**config.mk**
```make
export PLATFORM = sky130hd
export DESIGN_NAME = mem_port_arbiter
export DESIGN_NICKNAME = d
export VERILOG_FILES = /design/src/rtl/mem_port_arbiter.sv
export SDC_FILE = /design/constraint.sdc
export NUM_CORES = 1
export LEC_CHECK = 0
export ABC_CLOCK_PERIOD_IN_PS = 2050
export CAP_MARGIN = 10
export CORE_MARGIN = 2
export CORE_UTILIZATION = 33
export DETAILED_ROUTE_END_ITERATION = 10
export PLACE_DENSITY_LB_ADDON = 0.2
export SLEW_MARGIN = 20
export SYNTH_ARGS = -nofsm -noshare
export SYNTH_HDL_FRONTEND = slang
export SYNTH_SLANG_ARGS = --single-unit
```
**constraint.sdc**
```tcl
create_clock -name clk -period 2.05 [get_ports clk]
set_input_delay 0.5125 -clock clk [delete_from_list [all_inputs] [get_ports clk]]
set_output_delay 0.5125 -clock clk [all_outputs]
set_load 0.02 [all_outputs]
```
**src/rtl/mem_port_arbiter.sv**
```systemverilog
// Arbitrates one single-port memory between instruction fetch and the load/store stage.
// Data requests win every collision; each grant runs as one request/ack transaction with a timeout.
module mem_port_arbiter #(
    parameter int ADDR_W  = 32,
    parameter int DATA_W  = 32,
    parameter int TIMEOUT = 15
) (
    input  logic                clk,
    input  logic                reset,
    input  logic                if_req,
    input  logic [ADDR_W-1:0]   if_addr,
    output logic [DATA_W-1:0]   if_rdata,
    output logic                if_ready,
    input  logic                dm_req,
    input  logic                dm_we,
    input  logic [ADDR_W-1:0]   dm_addr,
    input  logic [DATA_W-1:0]   dm_wdata,
    input  logic [DATA_W/8-1:0] dm_wmask,
    output logic [DATA_W-1:0]   dm_rdata,
    output logic                dm_ready,
    output logic                mem_req,
    output logic                mem_we,
    output logic [ADDR_W-1:0]   mem_addr,
    output logic [DATA_W-1:0]   mem_wdata,
    output logic [DATA_W/8-1:0] mem_wmask,
    input  logic [DATA_W-1:0]   mem_rdata,
    input  logic                mem_ack,
    output logic                stall_if,
    output logic                stall_mem,
    output logic                bus_err,
    output logic [1:0]          dbgState
);
    localparam int CNT_W = $clog2(TIMEOUT + 1);

    typedef enum logic [1:0] {
        IDLE   = 2'd0,
        BUSY_I = 2'd1,
        BUSY_D = 2'd2
    } state_t;

    state_t             state;
    logic [CNT_W-1:0]   waitCnt;
    logic               ackOk;

    always_ff @(posedge clk) begin
        if (reset) begin
            state     <= IDLE;
            waitCnt   <= '0;
            mem_req   <= 1'b0;
            mem_we    <= 1'b0;
            mem_addr  <= '0;
            mem_wdata <= '0;
            mem_wmask <= '0;
            bus_err   <= 1'b0;
        end else begin
            bus_err <= 1'b0;
            case (state)
                IDLE: begin
                    waitCnt <= '0;
                    if (dm_req) begin
                        state     <= BUSY_D;
                        mem_req   <= 1'b1;
                        mem_we    <= dm_we;
                        mem_addr  <= dm_addr;
                        mem_wdata <= dm_wdata;
                        mem_wmask <= dm_wmask;
                    end else if (if_req) begin
                        state     <= BUSY_I;
                        mem_req   <= 1'b1;
                        mem_we    <= 1'b0;
                        mem_addr  <= if_addr;
                        mem_wdata <= '0;
                        mem_wmask <= '0;
                    end
                end
                BUSY_I, BUSY_D: begin
                    // The transaction always ends in IDLE, so grants are separated by at least one idle cycle.
                    if (mem_ack) begin
                        state   <= IDLE;
                        mem_req <= 1'b0;
                    end else if (waitCnt == CNT_W'(TIMEOUT - 1)) begin
                        state   <= IDLE;
                        mem_req <= 1'b0;
                        bus_err <= 1'b1;
                    end else begin
                        waitCnt <= waitCnt + 1'b1;
                    end
                end
                default: begin
                    state   <= IDLE;
                    mem_req <= 1'b0;
                end
            endcase
        end
    end

    // A flushed fetch still completes on the bus; only its ready pulse is dropped.
    assign ackOk     = mem_ack & ~reset;
    assign if_ready  = (state == BUSY_I) & ackOk & if_req;
    assign dm_ready  = (state == BUSY_D) & ackOk & dm_req;
    assign if_rdata  = if_ready ? mem_rdata : '0;
    assign dm_rdata  = dm_ready ? mem_rdata : '0;
    assign stall_if  = if_req & ~if_ready;
    assign stall_mem = dm_req & ~dm_ready;
    assign dbgState  = state;

endmodule

```
==> results.cfg <==
[outcome]
status = finished, violations left
violations = negative setup slack

[placement]
portBuffers = 278
gp_congestion = 0.822
place_inst = 791
dp_hpwl_um = 9610

[timing]
setup_ws_ns = -0.0600
period_share_pct = 103
whs_ns = 0.463
rsz0062_at_grt = yes
tns_ns = -1.33
max_freq_mhz = 474
fin_skew_ns = 0.0125
period_minus_slack_ns = 2.11
final-setup-viol-count = 31
maxSlewViolCount = 0
hold_viol = 0
tightest_slew_ns = 0.820
slew_headroom_pct = 45.3

[cts]
cts_buffers = 9
cts-root-buf = clkbuf_8
ctsLongestPathBuffers = 2
cts.sink_count = 77
ctsHoldBuffers = 0
worstSkewPairLatency_ns = 0.35
htreeDepth = 3
clk_pin_slew_ns = 0.08
cts_tree = built

[grt]
antenna_found_initial = 0
grt_pass1_wl_um = 20500
grt_max_degree = 78
overflow = 0
grt_pass1_vias = 4048
grt_use_total_pct = 22.8

[final_layout]
drive_above_1_share_pct = 27.7
fin_nets = 821
fillers = 843
seqCellArea_mm2 = 0.00154
syn_to_final_growth_pct = 103
multiInputGateArea_mm2 = 0.00204
final_cell_mix = clkdlybuf4s50_1, dfxtp_1, nor2_1
final_common_cell = clkdlybuf4s50_1
diodes = 0
final_cell_count_no_fill = 819

[yosys]
syn_avg_cell_area_um2 = 8.96
synth_top_area_cell = dfxtp_1
syn_nets = 536
synth_area_leaders = dfxtp_1, and2_1, mux2i_1
ys_ff_latch = 77
yosysTopAreaCellShare_pct = 43.8
synth_enable_flop_cells = 0
ys_types = 35
syn_area_mm2 = 0.00352
synth_seq_area_share_pct = 43.8
ys_warn_count = 0
synthCells = 393
synthArstFlopShare_pct = 0
ys.flop_type = dfxtp_1

[pwr]
seq_power_share_pct = 38.8
powerDensity_mw_per_mm2 = 625
swShare_pct = 30.3
clkPwrFrac_pct = 28.4
power.total_mw = 4.46
power_switching_mw = 1.35
intPower_mw = 3.11
combPwrFrac_pct = 32.8
max-vdd-ir-drop_mv = 0.418
leakage_nw = 2.97

[critical_path]
crit_path_max_fanout = 8
cp-start-kind = register
criticalPathCategory = register to primary output
end_kind = primary output
cp_data_arrival_time_ns = 1.60
required_ns = 1.54

[run]
cap_viol_max_count = 0

[routing]
drtIter0Drc = 149
avgViaCountPerCell = 4.92
drtAntennaViolNets = 0
wire_per_inst_um = 16.8
drt_first_pass_iters = 5
drc = 0
vias = 4032
drt_wl_total_um = 13800

[floorplanning]
dieArea_mm2 = 0.0115
fp.dieW_um = 107
core_mm2 = 0.0103
num_rows = 37
initial_core_util_pct = 34.1
io_pins = 279
die_h_um = 107

[worst_hold_path]
hold_path.class = register to register
[through the flow]
step                      utilization (%)  worst slack, ns  instance area [µm²]
after floorplan                         -           0.0121                 3520
after global placement               63.0           -0.734                 6500
after detailed placement             63.0           -0.783                 6500
after CTS                            67.0          -0.0834                 6910
after global routing                 69.1           -0.115                 7140
final                                69.1          -0.0600                 7140
[final cells by class]
class / count / share of cell area [%]
Clock buffer: 10 / 1.79
Clock inverter: 6 / 1.30
Sequential cell: 77 / 21.6
Multi-Input combinational cell: 281 / 28.6
Inverter: 6 / 0.316
Timing Repair Buffer: 303 / 44.0
Tap cell: 136 / 2.38
[worst max-delay path: stages, from the launching register on]
cell and delay, ns:
dfxtp_2 0.34, inv_2 0.05, ha_4 0.14, and3_4 0.18, buf_12 0.13, buf_16 0.13, and2_4 0.15, buf_6 0.12
[power by group through the flow]
stage | sequential (mW) | combinational, mW | clock [mW]
after global placement | 1.76 | 1.39 | 0
final | 1.73 | 1.46 | 1.27
after CTS | 1.73 | 1.46 | 1.31
after global routing | 1.75 | 1.56 | 1.38
after detailed placement | 1.76 | 1.41 | 0
after floorplan | 1.95 | 0.468 | 0
[registers in the layout, indices dropped and copies added (netlist names)]
register   flops
bus_err        1
mem_req        1
dbgState       2
mem_addr      32
mem_wdata     32
waitCnt        4
mem_we         1
mem_wmask      4
[per-layer routing]
metal / GRT usage (%) / part of all wire [%] / wire (µm)
met5: 0 / 0 / 0
met4: 11.0 / 3.1 / 433
met3: 7.81 / 9.1 / 1260
met2: 43.2 / 53 / 7340
met1: 21.8 / 35 / 4770
[final timing paths]
| check | from | to | slack [ns] | cells past startpoint |
|---|---|---|---|---|
| worst max-delay path | dbgState[0]$_SDFFE_PP0P_ | dm_rdata[13] | -0.06 | 7 |
| worst min-delay path | mem_req$_SDFFE_PP0P_ | mem_req$_SDFFE_PP0P_ | 0.46 | 2 |
| worst max register to register | dbgState[0]$_SDFFE_PP0P_ | waitCnt[3]$_SDFFE_PP0P_ | 0.17 | 7 |
| worst min register to register | mem_req$_SDFFE_PP0P_ | mem_req$_SDFFE_PP0P_ | 0.46 | 2 |
[Yosys cell counts, types with 2 or more instances]
| cell | n |
|---|---|
| inv_1 | 6 |
| clkbuf_1 | 15 |
| buf_2 | 14 |
| nor2_1 | 70 |
| a31o_2 | 2 |
| nor4_1 | 2 |
| a21oi_1 | 3 |
| and3_1 | 3 |
| mux2i_1 | 32 |
| nand3_1 | 2 |
| nor3_1 | 2 |
| nand2b_1 | 2 |
| buf_1 | 2 |
| dfxtp_1 | 77 |
| and2_1 | 65 |
| a22oi_1 | 37 |
| ha_1 | 5 |
| nand2_1 | 3 |
| a21boi_0 | 2 |
| a211oi_1 | 33 |
| o21ai_0 | 2 |
[cells by family after synthesis]
| logic type | count (synthesis) | synth area share [%] |
|---|---|---|
| fa+ha+maj | 5 | 1.78 |
| compound gates | 85 | 17.9 |
| simple gates | 155 | 22.5 |
| flops | 77 | 43.8 |
| mux | 32 | 9.10 |
| buf+inv | 39 | 4.98 |
[repair_timing]
item,CTS,global route
setup buffers,6,1
gates cloned,7,0
pin swaps,31,23
setup endpoints to repair,68,66
gates resized for setup,402,79
Power figures use the tool's default switching activity.
